===== src/rtl/operand_serializer_if.sv =====
// Handshake and bit-stream bundle between an operand source, the
// operand_serializer and a downstream bit-serial adder.
//   start, op_a, op_b  : source -> serializer (request and operand pair)
//   ready              : serializer is idle and can take a request
//   add_clr            : one-cycle clear for the adder's carry state
//   a, b               : current operand bits, LSB first
//   bit_valid          : a/b carry a valid operand bit
//   last_bit           : the current bit is the MSB
//   done               : one-cycle pulse after the MSB was presented
interface operand_serializer_if #(
  parameter int unsigned WIDTH = 8
);
  logic             start;
  logic [WIDTH-1:0] op_a;
  logic [WIDTH-1:0] op_b;
  logic             ready;
  logic             add_clr;
  logic             a;
  logic             b;
  logic             bit_valid;
  logic             last_bit;
  logic             done;

  modport master (
    output start, op_a, op_b,
    input  ready, add_clr, a, b, bit_valid, last_bit, done
  );

  modport slave (
    input  start, op_a, op_b,
    output ready, add_clr, a, b, bit_valid, last_bit, done
  );
endinterface


===== src/rtl/operand_serializer.sv =====
// Serializes an operand pair LSB first into a bit-serial adder.
// Sequence per request: one CLR cycle (add_clr), WIDTH SHIFT cycles
// (bit_valid, last_bit on the MSB), one DONE cycle (done), back to IDLE.
// Ports:
//   clk   : single clock, rising edge
//   reset : synchronous, active-high; returns to IDLE and clears all state
//   bus   : operand_serializer_if slave (start/op_a/op_b in, ready and
//           adder-side bit stream out)
// Every output is a flop; nothing from an input reaches an output
// combinationally.
module operand_serializer #(
  parameter int unsigned WIDTH = 8
) (
  input  logic                 clk,
  input  logic                 reset,
  operand_serializer_if.slave  bus
);

  localparam int unsigned     IDXW     = (WIDTH > 1) ? $clog2(WIDTH) : 1;
  localparam logic [IDXW-1:0] LAST_IDX = IDXW'(WIDTH - 1);

  typedef enum logic [1:0] {
    S_IDLE,
    S_CLR,
    S_SHIFT,
    S_DONE
  } state_t;

  state_t           r_state, w_state;
  logic [WIDTH-1:0] r_sa, r_sb, w_sa, w_sb;
  logic [IDXW-1:0]  r_idx, w_idx;

  logic r_ready, r_add_clr, r_a, r_b, r_bit_valid, r_last_bit, r_done;
  logic w_ready, w_add_clr, w_a, w_b, w_bit_valid, w_last_bit, w_done;

  always_comb begin
    w_state = r_state;
    w_sa    = r_sa;
    w_sb    = r_sb;
    w_idx   = r_idx;

    case (r_state)
      S_IDLE: begin
        if (bus.start) begin
          w_sa    = bus.op_a;
          w_sb    = bus.op_b;
          w_state = S_CLR;
        end
      end
      S_CLR: begin
        w_idx   = '0;
        w_state = S_SHIFT;
      end
      S_SHIFT: begin
        w_sa = r_sa >> 1;
        w_sb = r_sb >> 1;
        if (r_idx == LAST_IDX) begin
          w_idx   = '0;
          w_state = S_DONE;
        end else begin
          w_idx = r_idx + IDXW'(1);
        end
      end
      S_DONE: begin
        w_state = S_IDLE;
      end
      default: begin
        w_state = S_IDLE;
      end
    endcase
  end

  // Outputs are decoded from the next state and next shift-register
  // contents and then registered, so each output flop shows the value
  // belonging to the state the FSM is in during that cycle.
  always_comb begin
    w_ready     = (w_state == S_IDLE);
    w_add_clr   = (w_state == S_CLR);
    w_bit_valid = (w_state == S_SHIFT);
    w_a         = (w_state == S_SHIFT) && w_sa[0];
    w_b         = (w_state == S_SHIFT) && w_sb[0];
    w_last_bit  = (w_state == S_SHIFT) && (w_idx == LAST_IDX);
    w_done      = (w_state == S_DONE);
  end

  always_ff @(posedge clk) begin
    if (reset) begin
      r_state     <= S_IDLE;
      r_sa        <= '0;
      r_sb        <= '0;
      r_idx       <= '0;
      r_ready     <= 1'b1;
      r_add_clr   <= 1'b0;
      r_a         <= 1'b0;
      r_b         <= 1'b0;
      r_bit_valid <= 1'b0;
      r_last_bit  <= 1'b0;
      r_done      <= 1'b0;
    end else begin
      r_state     <= w_state;
      r_sa        <= w_sa;
      r_sb        <= w_sb;
      r_idx       <= w_idx;
      r_ready     <= w_ready;
      r_add_clr   <= w_add_clr;
      r_a         <= w_a;
      r_b         <= w_b;
      r_bit_valid <= w_bit_valid;
      r_last_bit  <= w_last_bit;
      r_done      <= w_done;
    end
  end

  assign bus.ready     = r_ready;
  assign bus.add_clr   = r_add_clr;
  assign bus.a         = r_a;
  assign bus.b         = r_b;
  assign bus.bit_valid = r_bit_valid;
  assign bus.last_bit  = r_last_bit;
  assign bus.done      = r_done;

endmodule


===== src/flat_wrapper.sv =====
// flat-port wrapper written by rule: the top's interface ports become plain ports
module operand_serializer_flat 
#(
  parameter int unsigned WIDTH = 8
)
  (clk, reset, bus_start, bus_op_a, bus_op_b, bus_ready, bus_add_clr, bus_a, bus_b, bus_bit_valid, bus_last_bit, bus_done);
  operand_serializer_if #(.WIDTH(WIDTH)) bus_i ();
  input  logic clk;
  input  logic reset;
  input wire logic [$bits(bus_i.start)-1:0] bus_start;
  input wire logic [$bits(bus_i.op_a)-1:0] bus_op_a;
  input wire logic [$bits(bus_i.op_b)-1:0] bus_op_b;
  output wire logic [$bits(bus_i.ready)-1:0] bus_ready;
  output wire logic [$bits(bus_i.add_clr)-1:0] bus_add_clr;
  output wire logic [$bits(bus_i.a)-1:0] bus_a;
  output wire logic [$bits(bus_i.b)-1:0] bus_b;
  output wire logic [$bits(bus_i.bit_valid)-1:0] bus_bit_valid;
  output wire logic [$bits(bus_i.last_bit)-1:0] bus_last_bit;
  output wire logic [$bits(bus_i.done)-1:0] bus_done;
  assign bus_i.start = bus_start;
  assign bus_i.op_a = bus_op_a;
  assign bus_i.op_b = bus_op_b;
  assign bus_ready = bus_i.ready;
  assign bus_add_clr = bus_i.add_clr;
  assign bus_a = bus_i.a;
  assign bus_b = bus_i.b;
  assign bus_bit_valid = bus_i.bit_valid;
  assign bus_last_bit = bus_i.last_bit;
  assign bus_done = bus_i.done;
  operand_serializer #(.WIDTH(WIDTH)) u_core (.clk(clk), .reset(reset), .bus(bus_i));
endmodule

===== config.mk =====
export PLATFORM = sky130hd
export DESIGN_NAME = operand_serializer_flat
export DESIGN_NICKNAME = d
export VERILOG_FILES = /design/src/rtl/operand_serializer_if.sv /design/src/rtl/operand_serializer.sv /design/src/flat_wrapper.sv
export SDC_FILE = /design/constraint.sdc
export NUM_CORES = 1
export LEC_CHECK = 0
export CAP_MARGIN = 25
export CORE_ASPECT_RATIO = 0.8
export CORE_MARGIN = 1
export CORE_UTILIZATION = 45
export DETAILED_ROUTE_END_ITERATION = 10
export PLACE_DENSITY = 0.84
export REMOVE_ABC_BUFFERS = 1
export SYNTH_ARGS = -nofsm -noshare
export SYNTH_HDL_FRONTEND = slang
export SYNTH_SLANG_ARGS = --single-unit

===== constraint.sdc =====
create_clock -name clk -period 2.35 [get_ports clk]
set_input_delay 0.3525 -clock clk [delete_from_list [all_inputs] [get_ports clk]]
set_output_delay 0.3525 -clock clk [all_outputs]
set_load 0.02 [all_outputs]

==> flow_metrics.env, run 1 <==
export IMPL_synth_commonest_cells="dfxtp_1, a21oi_1, a32oi_1, nand2_1, nor2_1"
export IMPL_gp_congestion=0.747
export IMPL_synth_seq_cells=28
export IMPL_syn_inst=121
export IMPL_setup_viol_count_final=0
export IMPL_syn_avg_cell_area_sq_um=9.79
export IMPL_core_sq_um=2460
export IMPL_pre_cts_slack_ns=0.511
export IMPL_cts_buffers=3
export IMPL_finalSetupTns_ns=0
export IMPL_cts_hold_buffers=0
export IMPL_rsz0062_at_grt="no"
export IMPL_path_clk_slew_ns=0.14
export IMPL_yosysSeqAreaShare_pct=47.3
export IMPL_fp_row_count=16
export IMPL_yosysTopAreaCell="dfxtp_1"
export IMPL_hpwl_um=1690
export IMPL_drive_gt1_share_pct=9.09
export IMPL_dieArea_sq_um=2840
export IMPL_ant_nets=0
export IMPL_ys_flop_type="dfxtp_1"
export IMPL_wirelength_um=2260
export IMPL_cts_sinks=28
export IMPL_ir_worst_vdd_v=0.000537
export IMPL_synthAdderAreaFrac_pct=4.22
export IMPL_grt_max_degree=16
export IMPL_cts_setup_buffers=0
export IMPL_total_power_uw=1050
export IMPL_drc=0
export IMPL_cts_tree="done"
export IMPL_fmax_mhz=566
export IMPL_hp_class="flop to flop"
export IMPL_viasPerCell=5.29
export IMPL_r2r_slack_ns=0.58
export IMPL_track_usage_pct=16.8
export IMPL_synth_compound_gate_area_share_pct=22.4
export IMPL_synth_top_area_share_pct=47.3
export IMPL_insertion_delay_ns=0.32
export IMPL_clockRootBuffer="clkbuf_4"
export IMPL_cellPowerDensity_nw_per_um2=723
export IMPL_cap_violations=0
export IMPL_grt_pass1_wl_um=3450
export IMPL_synthTopCellsByArea="dfxtp_1, a32oi_1, a21oi_1"
export IMPL_whs_ns=0.462
export IMPL_finClkSkew_ns=0.00318
export IMPL_worst_pin_slew_ns=0.448
export IMPL_cts_resized=0
export IMPL_finalCritPeriodShare_pct=75.2
export IMPL_synth_xor_area_share_pct=0
export IMPL_htree_levels=1
export IMPL_cp_start_kind="flop"
export IMPL_end_kind="flop"
export IMPL_crit_required_ns=2.61
export IMPL_synth_edff_count=0
export IMPL_synth_top_family_by_area="compound AO/OA/AOI/OAI gates"
export IMPL_clk_path_buf_depth=2
export IMPL_antenna_found_initial=0
export IMPL_antenna_cells=0
export IMPL_setup_slack_ns=0.584
export IMPL_synth_distinct_cells=30
export IMPL_post_route_util_pct=59.2
export IMPL_grt_pass1_vias=797
export IMPL_grt_ovfl_total=0
export IMPL_critPathMaxFanout=14
export IMPL_worst_setup_path_type="flop to flop"
export IMPL_ys_async_sr_fraction_pct=0
export IMPL_synth_simple_area_share_pct=14.1
export IMPL_drv_slew=0
export IMPL_io_buffers=25
export IMPL_synth_most_common_cell="dfxtp_1"
export IMPL_synth_area_mux_share_pct=3.80
export IMPL_io_pin_count=26
export IMPL_syn_to_final_growth_pct=23.0
export IMPL_fin_crit_ns=1.77
export IMPL_synth_area_sq_um=1180
export IMPL_fillers=231
export IMPL_nets=167
export IMPL_die_h_um=47.9
export IMPL_drt_pass1_iter_count=4
export IMPL_p_leak_uw=0.000537
export IMPL_ys_warn_count=0
export IMPL_outcome="complete, no violations"
export IMPL_hold_viol_final=0
export IMPL_max_slew_margin_rel_pct=69.5
export IMPL_wire_per_inst_um=12.6
export IMPL_critPathArrivalTime_ns=2.03
export IMPL_dr_total_vias=947
export IMPL_drt_iter0_drc=31
export IMPL_fp_dieW_um=59.4
export IMPL_initial_utilization_pct=48.1
-- per-stage QoR --
stage	instance area, sq um	instances
floorplan	1100	111
global placement	1420	175
detailed placement	1420	175
CTS	1460	179
global route	1460	179
finish	1460	179
-- where the power goes --
group          total [uW]  switching (uW)  internal [uW]
clock network         227             133           94.8
logic                 282             159            123
registers             544            21.9            522
total                1050             314            741
-- registers in the layout (all words and copies together) (netlist names) --
name and flops:
u_core.r_state 2, u_core.bus.bit_valid 1, u_core.r_sb 8, u_core.r_sa 8
u_core.bus.a 1, u_core.r_idx 3, u_core.bus.add_clr 1, u_core.bus.last_bit 1
u_core.bus.done 1, u_core.bus.ready 1, u_core.bus.b 1
-- path summary, 6_finish.rpt --
kind | startpoint | to | depth (start not counted)
worst max-delay path | u_core.r_state[0] | u_core.r_sb[6] | 5
worst min-delay path | u_core.r_sa[3] | u_core.r_sa[3] | 2
worst max register to register | u_core.r_state[0] | u_core.r_sb[6] | 5
worst min register to register | u_core.r_sa[3] | u_core.r_sa[3] | 2
-- cell families (layout without fill, tap and decap cells) --
logic type | Yosys count | in the layout
buffers and inverters | 14 | 36
AO/OA/AOI/OAI | 37 | 37
adder cells (fa/ha/maj) | 4 | 4
AND/OR/NAND/NOR | 35 | 35
multiplexers | 3 | 3
flip-flops | 28 | 28
-- critical path, cell delays in order (launching register included) --
cell and delay (ns):
dfxtp_1 0.35, inv_1 0.08, ha_1 0.45, and2_1 0.50, a22oi_1 0.16, a21oi_1 0.16
-- final cells by class --
class                           count  area, sq um  area share [%]
Tap cell                           36         45.0            3.09
Multi-Input combinational cell     79          528            36.2
Timing Repair Buffer               28          273            18.7
Inverter                            4         15.0            1.03
Sequential cell                    28          561            38.5
Clock buffer                        4         36.3            2.49
-- layer usage --
| metal | global-route usage, % | share of wire (%) | vias to the layer above |
|---|---|---|---|
| met3 | 5.68 | 4.0 | 2 |
| met1 | 20.6 | 46 | 445 |
| li1 | - | - | 479 |
| met2 | 28.8 | 49 | 21 |
| met5 | 0 | 0 | - |
| met4 | 4.29 | 0.66 | 0 |
-- cells in the final DEF, fill, tap and decap left out, drive strengths merged --
master / Yosys / routed
dfxtp: 28 / 28
clkdlybuf4s50: 0 / 25
o21ai: 3 / 3
nor3: 1 / 1
o21bai: 1 / 1
mux2i: 1 / 1
nor2b: 1 / 1
nor3b: 2 / 2
a32oi: 10 / 10
and4: 1 / 1
o21a: 1 / 1
clkbuf: 2 / 4
mux2: 2 / 2
inv: 4 / 4
and2: 1 / 1
nand3: 4 / 4
nor2: 10 / 10
nand2: 10 / 10
nand2b: 4 / 4
o211ai: 1 / 1
ha: 4 / 4
buf: 8 / 3
a31oi: 1 / 1
a221oi: 2 / 2
a21oi: 14 / 14
and3: 1 / 1
a22oi: 4 / 4
No activity file was read; power rests on OpenSTA's default activity.
==> inputs of run 2 (changes only) <==
==> constraint.sdc (replaced) <==
create_clock -name clk -period 1.8 [get_ports clk]
set_input_delay 0.27 -clock clk [delete_from_list [all_inputs] [get_ports clk]]
set_output_delay 0.27 -clock clk [all_outputs]
set_load 0.02 [all_outputs]
==> run 2 against run 1 <==
  * Via count rose by 1.9%
  * Worst hold slack barely moved
  * Flip-flop and latch count did not move
  * First-iteration DRC count fell by 35%
  * Die area did not move
  * Combinational power rose by 35%
  * Utilization rose by 0.10 points
  * Register-to-register slack got worse by 0.41 ns
  * Final cell count rose by 0.56%
  * Clock skew fell by 0.00059 ns
  * Largest cell class unchanged
==> flow_metrics.env, run 2 (synthesis results as in run 1) <==
export IMPL_insertion_delay_ns=0.32
export IMPL_grt_pass1_wl_um=3210
export IMPL_clk_path_buf_depth=2
export IMPL_final_seq_area_sq_um=561
export IMPL_path_clk_slew_ns=0.14
export IMPL_cellPowerDensity_nw_per_um2=914
export IMPL_io_pin_count=26
export IMPL_cp_start_kind="flop"
export IMPL_fp_dieW_um=59.4
export IMPL_cts_hold_buffers=0
export IMPL_grt_max_degree=16
export IMPL_die_h_um=47.9
export IMPL_initial_utilization_pct=48.1
export IMPL_max_slew_margin_rel_pct=70.2
export IMPL_cts_buffers=3
export IMPL_antenna_cells=0
export IMPL_drv_slew=0
export IMPL_hpwl_um=1630
export IMPL_fin_cells=180
export IMPL_gp_congestion=0.737
export IMPL_crit_required_ns=2.06
export IMPL_rr_endpoint="u_core.r_sb[6]"
export IMPL_worst_setup_path_type="flop to flop"
export IMPL_end_kind="flop"
export IMPL_finalSetupTns_ns=0
export IMPL_layout_commonest_cell="dfxtp_1"
export IMPL_fp_row_count=16
export IMPL_hold_viol_final=0
export IMPL_pre_cts_slack_ns=-0.00420
export IMPL_finClkSkew_ns=0.00259
export IMPL_cp_depth=5
export IMPL_htree_levels=1
export IMPL_drt_pass1_iter_count=4
export IMPL_fillers=213
export IMPL_crit_chain="inv_1, ha_1, mux2i_4, a22oi_1, a21oi_1"
export IMPL_grt_pass1_vias=797
export IMPL_wire_per_inst_um=12.1
export IMPL_hp_class="flop to flop"
export IMPL_crit_path_start="u_core.r_state[0]"
export IMPL_drive_gt1_share_pct=10.4
export IMPL_dr_total_vias=965
export IMPL_endpoint="u_core.r_sb[6]"
export IMPL_multiInputGateArea_sq_um=529
export IMPL_critPathMaxFanout=14
export IMPL_syn_to_final_growth_pct=23.2
export IMPL_cts_sinks=28
export IMPL_ir_worst_vdd_v=0.000638
export IMPL_cap_violations=0
export IMPL_antenna_found_initial=0
export IMPL_setup_slack_ns=0.172
export IMPL_r2r_start="u_core.r_state[0]"
export IMPL_io_buffers=25
export IMPL_fin_crit_ns=1.63
export IMPL_slowest_stage="mux2i_4"
export IMPL_dieArea_sq_um=2840
export IMPL_drc=0
export IMPL_critPathArrivalTime_ns=1.89
export IMPL_total_power_uw=1330
export IMPL_rsz0062_at_grt="no"
export IMPL_viasPerCell=5.36
export IMPL_p_leak_uw=0.000540
export IMPL_nets=169
export IMPL_layout_common_cells="dfxtp_1, clkdlybuf4s50_1, a21oi_1"
export IMPL_track_usage_pct=15.5
export IMPL_reg_top3="u_core.r_sa: 8 flops, u_core.r_sb: 8 flops, u_core.r_idx: 3 flops"
export IMPL_cts_tree="done"
export IMPL_reg2regPathDepth=5
export IMPL_setup_viol_count_final=0
export IMPL_critPathTopFamily="multiplexers"
export IMPL_grt_ovfl_total=0
export IMPL_crit_buf_inv=1
export IMPL_ant_nets=0
export IMPL_placedCellCount=177
export IMPL_outcome="complete, no violations"
export IMPL_core_sq_um=2460
export IMPL_slowest_delay_ns=0.51
export IMPL_cts_setup_buffers=0
export IMPL_clockRootBuffer="clkbuf_4"
export IMPL_finalCritPeriodShare_pct=90.5
export IMPL_fmax_mhz=614
export IMPL_r2r_slack_ns=0.17
export IMPL_drt_iter0_drc=20
export IMPL_wirelength_um=2180
export IMPL_cts_resized=0
export IMPL_worst_pin_slew_ns=0.438
-- run 2: changes by cell type in the layout (fill, tap and decap cells not counted), sizes merged --
cell / delta
clkbuf: -1
buf: +2
-- run 2: worst register-to-register path: stages (launching register included) --
cell and delay [ns]:
dfxtp_1 0.34, inv_1 0.08, ha_1 0.35, mux2i_4 0.51, a22oi_1 0.12, a21oi_1 0.17
-- run 2: how the worst min path moves through the flow --
stage	from	to	slack [ns]	cells past startpoint
2_1_floorplan	reset	u_core.r_idx[2]	0.34	1
4_1_cts	u_core.r_sa[3]	u_core.r_sa[3]	0.47	2
5_1_grt	u_core.r_sb[3]	u_core.r_sb[3]	0.48	2
6_report	u_core.r_sb[4]	u_core.r_sb[4]	0.46	2
3_5_place_dp	u_core.r_sa[3]	u_core.r_sa[3]	0.45	2
3_3_place_gp	u_core.r_sa[3]	u_core.r_sa[3]	0.44	2
-- run 2: metrics by stage --
step | utilization [%] | hold slack (ns) | area [sq um]
after floorplan | - | 0.336 | 1100
after global placement | 58.3 | 0.439 | 1440
after detailed placement | 58.3 | 0.447 | 1440
after CTS | 59.2 | 0.466 | 1460
after global routing | 59.3 | 0.481 | 1460
final | 59.3 | 0.462 | 1460
-- run 2: cell type report --
class,count,area share (%)
Inverter,4,1.03
Multi-Input combinational cell,79,36.2
Sequential cell,28,38.4
Clock buffer,3,1.54
Tap cell,36,3.08
Timing Repair Buffer,30,19.7
-- run 2: metal layers --
metal  up-vias  track usage, %  share of wire, %
li1        487               -                 -
met3         2            4.86               3.4
met1       459            16.8                44
met2        17            29.2                51
met5         -               0                 0
met4         0            5.71               1.1
-- run 2: report_power, final --
group / internal (uW) / leakage (uW) / switching, uW / total, uW
clock network: 78.4 / 0.0000138 / 167 / 246
logic: 172 / 0.000297 / 208 / 381
registers: 682 / 0.000229 / 26.5 / 708
total: 932 / 0.000540 / 402 / 1330
